$ cat config.mk
export PLATFORM = sky130hd
export DESIGN_NAME = serial_adder_32bit
export DESIGN_NICKNAME = d
export VERILOG_FILES = /design/src/rtl/serial_adder_32bit.sv
export SDC_FILE = /design/constraint.sdc
export NUM_CORES = 1
export LEC_CHECK = 0
export ABC_AREA = 0
export CORE_MARGIN = 3
export CORE_UTILIZATION = 54
export CTS_BUF_LIST = sky130_fd_sc_hd__clkbuf_8
export CTS_CLUSTER_DIAMETER = 120
export DETAILED_ROUTE_END_ITERATION = 12
export GPL_TIMING_DRIVEN = 0
export PLACE_DENSITY_LB_ADDON = 0.25
export SYNTH_ARGS = -nofsm -noshare
export SYNTH_HDL_FRONTEND = slang
export SYNTH_SLANG_ARGS = --single-unit
$ cat constraint.sdc
create_clock -name clk -period 2.3 [get_ports clk]
set_input_delay 0.46 -clock clk [delete_from_list [all_inputs] [get_ports clk]]
set_output_delay 0.46 -clock clk [all_outputs]
set_load 0.05 [all_outputs]
$ cat src/rtl/serial_adder_32bit.sv
// rtl/serial_adder_32bit.sv - bit-serial a + b + cin, one bit per clock
// Start/busy/done handshake; the result register only changes when an operation completes.
module serial_adder_32bit #(
  parameter int WIDTH = 32
) (
  input  logic             clk,
  input  logic             reset,
  input  logic             start,
  input  logic [WIDTH-1:0] a,
  input  logic [WIDTH-1:0] b,
  input  logic             cin,
  output logic             busy,
  output logic             done,
  output logic [WIDTH-1:0] sum,
  output logic             carry_out,
  output logic             overflow
);

  localparam int CW = $clog2(WIDTH);
  localparam logic [CW-1:0] LAST = CW'(WIDTH - 1);

  typedef enum logic [1:0] {
    IDLE = 2'd0,
    RUN  = 2'd1,
    DONE = 2'd2
  } state_t;

  state_t           state_q, state_d;
  logic [CW-1:0]    cnt_q, cnt_d;
  logic             c_q, c_d;
  logic [WIDTH-1:0] a_sh_q, a_sh_d;
  logic [WIDTH-1:0] b_sh_q, b_sh_d;
  // Holds the WIDTH-1 bits already produced; the final bit joins them on the last edge.
  logic [WIDTH-2:0] sum_sh_q, sum_sh_d;
  logic [WIDTH-1:0] sum_q, sum_d;
  logic             cout_q, cout_d;
  logic             ovf_q, ovf_d;

  logic s_bit;
  logic c_next;

  assign s_bit  = a_sh_q[0] ^ b_sh_q[0] ^ c_q;
  assign c_next = (a_sh_q[0] & b_sh_q[0]) | (a_sh_q[0] & c_q) | (b_sh_q[0] & c_q);

  always_ff @(posedge clk) begin
    if (reset) begin
      state_q  <= IDLE;
      cnt_q    <= '0;
      c_q      <= 1'b0;
      a_sh_q   <= '0;
      b_sh_q   <= '0;
      sum_sh_q <= '0;
      sum_q    <= '0;
      cout_q   <= 1'b0;
      ovf_q    <= 1'b0;
    end else begin
      state_q  <= state_d;
      cnt_q    <= cnt_d;
      c_q      <= c_d;
      a_sh_q   <= a_sh_d;
      b_sh_q   <= b_sh_d;
      sum_sh_q <= sum_sh_d;
      sum_q    <= sum_d;
      cout_q   <= cout_d;
      ovf_q    <= ovf_d;
    end
  end

  always_comb begin
    state_d  = state_q;
    cnt_d    = cnt_q;
    c_d      = c_q;
    a_sh_d   = a_sh_q;
    b_sh_d   = b_sh_q;
    sum_sh_d = sum_sh_q;
    sum_d    = sum_q;
    cout_d   = cout_q;
    ovf_d    = ovf_q;
    case (state_q)
      IDLE: begin
        if (start) begin
          state_d  = RUN;
          a_sh_d   = a;
          b_sh_d   = b;
          c_d      = cin;
          cnt_d    = '0;
          sum_sh_d = '0;
        end
      end
      RUN: begin
        c_d      = c_next;
        a_sh_d   = a_sh_q >> 1;
        b_sh_d   = b_sh_q >> 1;
        sum_sh_d = {s_bit, sum_sh_q[WIDTH-2:1]};
        cnt_d    = cnt_q + CW'(1);
        if (cnt_q == LAST) begin
          state_d = DONE;
          cnt_d   = '0;
          sum_d   = {s_bit, sum_sh_q};
          cout_d  = c_next;
          ovf_d   = c_q ^ c_next;
        end
      end
      DONE: state_d = IDLE;
      default: state_d = IDLE;
    endcase
  end

  assign busy      = (state_q == RUN);
  assign done      = (state_q == DONE);
  assign sum       = sum_q;
  assign carry_out = cout_q;
  assign overflow  = ovf_q;

endmodule

==> metrics.md, run 1 <==
| Metric | Value |
|---|---|
| Gpl congestion | 0.8107 |
| Synthesized area per cell | 9.630 sq um |
| Prevailing post-synth register cell | dfxtp_1 |
| Dpl ws | -0.05332 ns |
| Area Growth Syn to Fin | 28.76% |
| Clk_skew | 0.01929 ns |
| Mapped Nets | 651 |
| Slowest-stage cell, CP | dfxtp_1 |
| CTS tree | yes |
| Startpoint Class | flip-flop |
| Final wirelength | 12.69 mm |
| Pwr Total | 5.247 mW |
| Ys Warns | 0 |
| DR iter-0 viols | 236 |
| Synth Area in Compound Gates | 24.82% |
| Worst slew pin tran | 0.7360 ns |
| Worst r2r src | cnt_q[0]$_SDFFE_PP0P_ |
| Min-Delay Path Depth | 2 |
| Mux share of post-synthesis cell area | 0.3584% |
| Fin. Hold Viols | 0 |
| Finished Layout Cells | 847 |
| Clk root buf | clkbuf_8 |
| Initial antenna violation count | 0 |
| Rows | 36 |
| CTS sink cnt | 137 |
| Hold Crit Class | flip-flop to flip-flop |
| Layout cells sized above 1 | 17.09% |
| Netlist cell types | 37 |
| Max_slew headroom | 50.94% |
| Top cell type by total area after synthesis | dfxtp_1 |
| Wire length per cell | 14.98 um |
| Top cells by count, synth | dfxtp_1, nand2_1, nor2_1, a22oi_1, a311oi_2 |
| Detailed-route via count | 4724 |
| Post-synthesis adder-cell area fraction | 0.8065% |
| R2R Setup Slk | 0.25 ns |
| Number of synthesized flops with an enable pin | 0 |
| Max clock buf depth | 2 |
| Placed inst area | 6773 sq um |
| Worst r2r path cells | 7 |
| # IOs | 104 |
| VDD IR max | 0.4458 mV |
| Cells after synthesis | 580 |
| Hold path endpoint | a_sh_q[24]$_SDFFE_PP0P_ |
| Port bufs | 102 |
| Crit path DAT | 1.75 ns |
| Antenna Violating Nets Remaining | 0 |
| Die Height | 107.7 um |
| Vias in the first global route | 4489 |
| Synth area leaders | dfxtp_1, a311oi_2, nand2_1, nor2_1, a22o_1 |
| R2R Path End | sum[6]$_SDFFE_PP0P_ |
| Crit path kind | flip-flop to primary output |
| Final worst slack | 0.09055 ns |
| CP peak stage delay | 0.32 ns |
| Final setup violation count | 0 |
| First-pass GRT wire length | 20.85 mm |
| Achievable Freq | 452.6 MHz |
| Worst-path maximum fanout | 10 |
| Chip Width | 107.7 um |
| DRC viols | 0 |
| Largest net degree at the start of global routing | 17 |
| Max-Cap Viols | 0 |
| Synth top area share | 49.10% |
| Post CTS Setup Buffer Count | 0 |
| Setup crit end kind | primary output |
| Mapped Area | 5585 sq um |
| Cell Chain, Critical Path | buf_6 > nand2b_4 > buf_6 > inv_8 > buf_8 > buf_8 > buf_4 |
| Max Slew Vio Count | 0 |
| Drt first pass iters | 5 |
| Largest family of logic cells by synthesized area | compound AO/OA/AOI/OAI gates |
| Outcome | finished clean |
| Post-synthesis sequential area ratio | 49.10% |
| Clk_lat worst skew | 0.43 ns |
| Worst-path clk slew | 0.09 ns |
| Simple-Gate Fraction of Synth Area | 17.45% |
| Gr ovfl total | 0 |
| CTS H-tree lvls | 4 |
| Final nets | 772 |
| Xor and xnor area share after synthesis | 0.1568% |
| Core area | 9910 sq um |
| # placed instances | 815 |
| Flops & latches, synth | 137 |
| Min Tclk post-route | 2.209 ns |
| Tcrit/Tclk final | 96.06% |
| Pwr Density | 729.6 nW/um^2 |
| Hold path start | a_sh_q[25]$_SDFFE_PP0P_ |
| Synth async-reset ratio | 0% |
| Pleak | 2.749 nW |
| Antenna cells | 0 |
| Finished Cell Area | 7192 sq um |
| Via/cell ratio | 5.577 |
| Full die area | 11600 sq um |
| GR Util All Layers | 22.36% |
| Starting Density | 56.36% |
| Unrepaired setup endpoints after global routing | false |
| Most frequent cell after synthesis | dfxtp_1 |
| Hpwl dp | 8.930 mm |
| TritonCTS Buffers | 17 |
| Req. time, crit path | 1.84 ns |
==> metal layers <==
layer | global-route usage [%] | routed length (um) | up-vias
met1 | 28.37 | 5617 | 2266
met5 | 0 | 0 | -
li1 | - | - | 2308
met4 | 7.574 | 167 | 0
met3 | 5.099 | 619 | 18
met2 | 37.48 | 6287 | 132
==> sequential cells by signal, summed over array words and instances (netlist names) <==
register and cells:
a_sh_q 32, b_sh_q 32, sum 32, sum_sh_q 31, cnt_q 5, state_q 2
c_q 1, carry_out 1, overflow 1
==> worst max-delay path, delay by kind of cell (launching register included) <==
kind,cells,cell delay [ns]
buf+inv,6,0.87
flops,1,0.32
simple gates,1,0.13
==> power breakdown <==
group | internal (mW) | switching (mW)
Sequential | 2.47 | 0.0593
Clock | 1.09 | 0.996
Combinational | 0.296 | 0.326
==> cells by family after synthesis <==
logic type / after synthesis
and+or+nand+nor: 242
xor gates and xnor gates: 1
buffers and inverters: 56
AOI/OAI and AO/OA: 139
adders and majority gates: 3
muxes: 2
DFF: 137
==> per-stage QoR <==
stage	hold WS (ns)	setup TNS, ns	utilization (%)
after global routing	0.4908	0	72.58
after CTS	0.4766	0	72.55
after floorplan	0.4421	0	-
final	0.4800	0	72.58
after global placement	0.4556	-0.05597	68.35
after detailed placement	0.4638	-0.05332	68.35
==> worst max path at each step <==
stage | slack (ns) | from | cells after the start | to
5_1_grt | 0.02 | state_q[1]$_SDFFE_PP0P_ | 7 | busy
3_5_place_dp | -0.05 | state_q[1]$_SDFFE_PP0P_ | 7 | busy
2_1_floorplan | 0.60 | cnt_q[0]$_SDFFE_PP0P_ | 7 | sum[10]$_SDFFE_PP0P_
3_3_place_gp | -0.06 | state_q[1]$_SDFFE_PP0P_ | 7 | busy
4_1_cts | 0.02 | state_q[1]$_SDFFE_PP0P_ | 7 | busy
6_report | 0.09 | state_q[1]$_SDFFE_PP0P_ | 7 | busy
==> repair_timing <==
item	CTS	global route
endpoints found under the setup margin	2	1
hold buffers	0	0
gates resized for setup	6	2
==> placed cells by master, fill, tap and decap left out, types with 2 or more instances in the layout <==
master           instances
dfxtp_1                137
nand2_1                125
clkdlybuf4s50_1        100
nor2_1                  99
a311oi_2                35
a22oi_1                 35
a22o_1                  32
a311oi_1                27
buf_2                   17
clkbuf_8                17
buf_6                   14
buf_4                   12
clkbuf_1                 8
a21oi_1                  5
inv_6                    5
nor3_1                   4
clkinv_4                 4
bufinv_16                3
buf_8                    2
buf_1                    2
nand2b_1                 2
or3b_2                   2
nand3_1                  2
mux2i_1                  2
ha_1                     2
clkinvlp_4               2
==> layout make-up <==
| type | instances | area, sq um |
|---|---|---|
| clock buffer | 17 | 234.0 |
| tap | 133 | 166.4 |
| timing repair buffer | 102 | 1017 |
| fill | 742 | 2718 |
| inverter | 2 | 15.01 |
| clock inverter | 15 | 188.9 |
| buffer | 54 | 392.9 |
| sequential | 137 | 2743 |
| multi-input combinational | 387 | 2435 |
Note: power is estimated with default switching activity, not from simulation.
==> inputs of run 2 (changes only) <==
--- a/config.mk
+++ b/config.mk
@@ -10,8 +10,8 @@
 export CORE_UTILIZATION = 54
 export CTS_BUF_LIST = sky130_fd_sc_hd__clkbuf_8
 export CTS_CLUSTER_DIAMETER = 120
+export CTS_CLUSTER_SIZE = 8
 export DETAILED_ROUTE_END_ITERATION = 12
-export GPL_TIMING_DRIVEN = 0
 export PLACE_DENSITY_LB_ADDON = 0.25
 export SYNTH_ARGS = -nofsm -noshare
 export SYNTH_HDL_FRONTEND = slang
==> run 2 against run 1 <==
  * Global-route usage fell by 1.7 points
  * Via count fell by 7.0%
  * Routed wire length fell by 11%
==> metrics.md, run 2 (synthesis results as in run 1) <==
| Metric | Value |
|---|---|
| Outcome | finished clean |
| Max-Cap Viols | 0 |
| Grt met3 use | 5.039% |
| CTS tree | yes |
| Port bufs | 103 |
| Fill cells | 765 |
| Area Growth Syn to Fin | 25.69% |
| Slowest-stage cell, CP | clkdlybuf4s50_1 |
| Tcrit/Tclk final | 95.78% |
| CTS sink cnt | 137 |
| Core area | 9910 sq um |
| # IOs | 104 |
| FF+latch area | 2743 sq um |
| Cell internal pwr | 4.067 mW |
| Via/cell ratio | 5.444 |
| Cts repair resizes | 0 |
| Multi-input gate area | 2441 sq um |
| Wire length per cell | 14.07 um |
| Full die area | 11600 sq um |
| Pwr Total | 5.344 mW |
| Most common cell after layout, fill and taps aside | dfxtp_1 |
| Max Slew Vio Count | 0 |
| Setup crit end kind | primary output |
| Clock group share of total power | 42.1% |
| DRC viols | 0 |
| Initial antenna violation count | 0 |
| Post CTS Setup Buffer Count | 0 |
| Pwr Density | 761.2 nW/um^2 |
| Top Usage Layer GRT | met2 |
| Drt first pass iters | 5 |
| Worst slew pin tran | 0.8095 ns |
| Hpwl dp | 7.526 mm |
| Max clock buf depth | 2 |
| Switch share | 23.90% |
| Power share of the combinational group | 10.6% |
| Vias in the first global route | 4179 |
| Final nets | 732 |
| Final worst slack | 0.09696 ns |
| Fin Setup TNS | 0 ns |
| Req. time, crit path | 1.84 ns |
| Worst-path maximum fanout | 2 |
| M2 GR Usage | 33.66% |
| TritonCTS Buffers | 17 |
| Starting Density | 56.36% |
| Met1 capacity usage during global routing | 27.15% |
| Crit path kind | flip-flop to primary output |
| Sequential Power Share | 47.4% |
| CP peak stage delay | 0.83 ns |
| Max_slew headroom | 45.91% |
| Gpl congestion | 0.7648 |
| Clk_skew | 0.01233 ns |
| VDD IR max | 0.4231 mV |
| Die Height | 107.7 um |
| Achievable Freq | 453.9 MHz |
| Rows | 36 |
| Final wirelength | 11.36 mm |
| Dpl ws | 0.2141 ns |
| Startpoint Class | flip-flop |
| Placed inst area | 6551 sq um |
| Final setup violation count | 0 |
| Fin. Hold Viols | 0 |
| Commonest non-fill, non-tap cells in the layout | dfxtp_1, nand2_1, clkdlybuf4s50_1 |
| Gr ovfl total | 0 |
| First-pass GRT wire length | 19.42 mm |
| Pleak | 2.630 nW |
| GR Util All Layers | 20.63% |
| Finished Cell Area | 7020 sq um |
| Clk_lat worst skew | 0.42 ns |
| Cell Chain, Critical Path | nor2b_1 > clkdlybuf4s50_1 |
| DR iter-0 viols | 225 |
| Chip Width | 107.7 um |
| Hold Crit Class | input port to flip-flop |
| Layout cells sized above 1 | 13.65% |
| Worst-path clk slew | 0.07 ns |
| Min Tclk post-route | 2.203 ns |
| Net Sw Power | 1.278 mW |
| Detailed-route via count | 4393 |
| Antenna Violating Nets Remaining | 0 |
| CTS H-tree lvls | 4 |
| Largest net degree at the start of global routing | 64 |
| Antenna cells | 0 |
| Crit path DAT | 1.74 ns |
| CTS Hold Buffers Added | 0 |
| Clk root buf | clkbuf_8 |
| Unrepaired setup endpoints after global routing | false |
run 2: cell types whose count changed in the layout (fill, tap and decap cells not counted), sizes merged:
cell / delta
bufinv: +2
dlygate4sd2: -1
inv: -3
buf: -32
clkbuf: -7
clkdlybuf4s50: +1
run 2: power groups by stage:
stage | registers, mW | logic [mW] | clock network (mW)
floorplan | 2.57 | 0.414 | 0
global placement | 2.58 | 0.550 | 0
detailed placement | 2.58 | 0.568 | 0
CTS | 2.53 | 0.569 | 2.29
global route | 2.54 | 0.626 | 2.40
finish | 2.53 | 0.566 | 2.25
run 2: worst max-delay path: cells and delay by family (launching register included):
family | cells | cell delay (ns)
AND/OR/NAND/NOR | 1 | 0.17
buffers and inverters | 1 | 0.83
flip-flops | 1 | 0.33
run 2: final cells by class:
cell class / instances / area share [%]
clock inverter: 14 / 3.155
clock buffer: 18 / 3.529
sequential: 137 / 39.07
multi-input combinational: 387 / 34.77
inverter: 2 / 0.2139
timing repair buffer: 116 / 16.90
tap: 133 / 2.370
run 2: path summary, 6_finish.rpt:
check	slack, ns	to	depth (start not counted)	startpoint
min reg2reg	0.47	cnt_q[3]$_SDFFE_PP0P_	1	cnt_q[3]$_SDFFE_PP0P_
max	0.1	done	2	state_q[1]$_SDFFE_PP0P_
max reg2reg	0.17	sum[31]$_SDFFE_PP0P_	5	cnt_q[0]$_SDFFE_PP0P_
min	0.40	sum_sh_q[17]$_SDFFE_PP0P_	2	reset
run 2: per-layer routing:
metal | routed length, um | vias to the layer above
li1 | - | 2228
met1 | 5228 | 2059
met2 | 5523 | 100
met3 | 534 | 6
met4 | 70 | 0
met5 | 0 | -
run 2: metrics by stage:
step	utilization [%]	hold slack, ns	cells
finish	70.85	0.3961	807
global route	70.85	0.3789	807
CTS	70.85	0.3746	807
detailed placement	66.11	0.4603	775
global placement	66.11	0.4606	775
floorplan	-	0.4421	580
==> inputs of run 3 (changes only) <==
--- a/config.mk
+++ b/config.mk
@@ -12,6 +12,7 @@
 export CTS_CLUSTER_DIAMETER = 120
 export CTS_CLUSTER_SIZE = 8
 export DETAILED_ROUTE_END_ITERATION = 12
+export MAX_ROUTING_LAYER = met4
 export PLACE_DENSITY_LB_ADDON = 0.25
 export SYNTH_ARGS = -nofsm -noshare
 export SYNTH_HDL_FRONTEND = slang
==> run 3 against run 2 <==
  * Non-clock buffer count unchanged
  * Sequential cell count unchanged
  * Die area unchanged
  * Register-to-register slack about the same
  * Total power down 0.12%
  * Maximum frequency up 0.12%
  * Combinational power about the same
  * Routed wire length down 0.25%
  * Cell count unchanged
  * First-iteration DRC count up 5.8%
  * Clock power about the same
  * Global-route usage up 0.50 points
==> metrics.md, run 3 (synthesis results as in run 1) <==
| Metric | Value |
|---|---|
| # IOs | 104 |
| DRC viols | 0 |
| Min Tclk post-route | 2.200 ns |
| Max Slew Vio Count | 0 |
| CTS sink cnt | 137 |
| TritonCTS Buffers | 17 |
| Pleak | 2.630 nW |
| Multi-input gate area | 2441 sq um |
| Wire length per cell | 14.04 um |
| Commonest non-fill, non-tap cells in the layout | dfxtp_1, nand2_1, clkdlybuf4s50_1 |
| Clk_lat worst skew | 0.42 ns |
| Area Growth Syn to Fin | 25.69% |
| Final setup violation count | 0 |
| Placed inst area | 6551 sq um |
| Pwr Density | 760.4 nW/um^2 |
| Largest net degree at the start of global routing | 64 |
| Clk_skew | 0.01292 ns |
| Rows | 36 |
| First-pass GRT wire length | 19.37 mm |
| Most common cell after layout, fill and taps aside | dfxtp_1 |
| GR Util All Layers | 21.14% |
| Finished Cell Area | 7020 sq um |
| Delay-heaviest family, CP | buffers and inverters |
| Worst-path maximum fanout | 2 |
| Unrepaired setup endpoints after global routing | false |
| Startpoint Class | flip-flop |
| Vias in the first global route | 4169 |
| Max-Cap Viols | 0 |
| Achievable Freq | 454.4 MHz |
| Cell Chain, Critical Path | nor2b_1 > clkdlybuf4s50_1 |
| Initial antenna violation count | 0 |
| Max_slew headroom | 45.92% |
| Tcrit/Tclk final | 95.67% |
| Fill cells | 765 |
| Gpl congestion | 0.7750 |
| Via/cell ratio | 5.449 |
| Pwr Total | 5.338 mW |
| Core area | 9910 sq um |
| Crit path DAT | 1.74 ns |
| Fin Setup TNS | 0 ns |
| Chip Width | 107.7 um |
| Core Util, Final | 70.85% |
| Slowest-stage cell, CP | clkdlybuf4s50_1 |
| FF+latch area | 2743 sq um |
| Drt first pass iters | 4 |
| Detailed-route via count | 4397 |
| Worst-path clk slew | 0.08 ns |
| Cts repair resizes | 0 |
| Req. time, crit path | 1.84 ns |
| Post CTS Setup Buffer Count | 0 |
| Worst slew pin tran | 0.8093 ns |
| Layout cells sized above 1 | 13.65% |
| CTS tree | yes |
| Antenna Violating Nets Remaining | 0 |
| Final nets | 732 |
| Final wirelength | 11.33 mm |
| Setup crit end kind | primary output |
| Max clock buf depth | 2 |
| DR iter-0 viols | 238 |
| WP buf/inv | 1 |
| Starting Density | 56.36% |
| Crit path kind | flip-flop to primary output |
| CTS H-tree lvls | 4 |
| Die Height | 107.7 um |
| Hpwl dp | 7.526 mm |
| Outcome | finished clean |
| Antenna cells | 0 |
| Fin. Hold Viols | 0 |
| Clk root buf | clkbuf_8 |
| CTS Hold Buffers Added | 0 |
| Full die area | 11600 sq um |
| Port bufs | 103 |
| CP peak stage delay | 0.83 ns |
| VDD IR max | 0.4224 mV |
| Hold Crit Class | input port to flip-flop |
| Gr ovfl total | 0 |
[run 3: cell counts in the layout (fill, tap and decap cells not counted)]
Identical to the previous run, type by type.
[run 3: per-layer routing]
layer	part of all wire, %	vias to the layer above	GRT usage (%)
li1	-	2226	-
met1	46	2058	26.92
met2	49	109	33.70
met3	5.1	4	5.399
met4	0.53	0	5.500
met5	0	-	-
[run 3: metrics by stage]
step / cells / worst slack (ns) / hold slack [ns]
floorplan: 580 / 0.5968 / 0.4421
detailed placement: 775 / 0.2141 / 0.4603
finish: 807 / 0.09953 / 0.3983
global route: 807 / 0.01781 / 0.3769
CTS: 807 / 0.07485 / 0.3746
global placement: 775 / 0.3177 / 0.4606
[run 3: area by class of cell]
type,count,area share (%)
inverter,2,0.2139
timing repair buffer,116,16.90
clock inverter,14,3.155
multi-input combinational,387,34.77
sequential,137,39.07
clock buffer,18,3.529
tap,133,2.370
[run 3: path summary, 6_finish.rpt]
check / depth (start not counted) / end / slack, ns / start
setup / recovery: 2 / done / 0.1 / state_q[1]$_SDFFE_PP0P_
hold / removal: 2 / sum_sh_q[25]$_SDFFE_PP0P_ / 0.40 / reset
setup reg to reg: 5 / sum[31]$_SDFFE_PP0P_ / 0.17 / cnt_q[0]$_SDFFE_PP0P_
hold reg to reg: 1 / cnt_q[3]$_SDFFE_PP0P_ / 0.47 / cnt_q[3]$_SDFFE_PP0P_
[run 3: power breakdown]
part	total [mW]	switching, mW	internal [mW]
Combinational	0.566	0.302	0.263
Clock	2.24	0.914	1.33
Sequential	2.53	0.0551	2.48
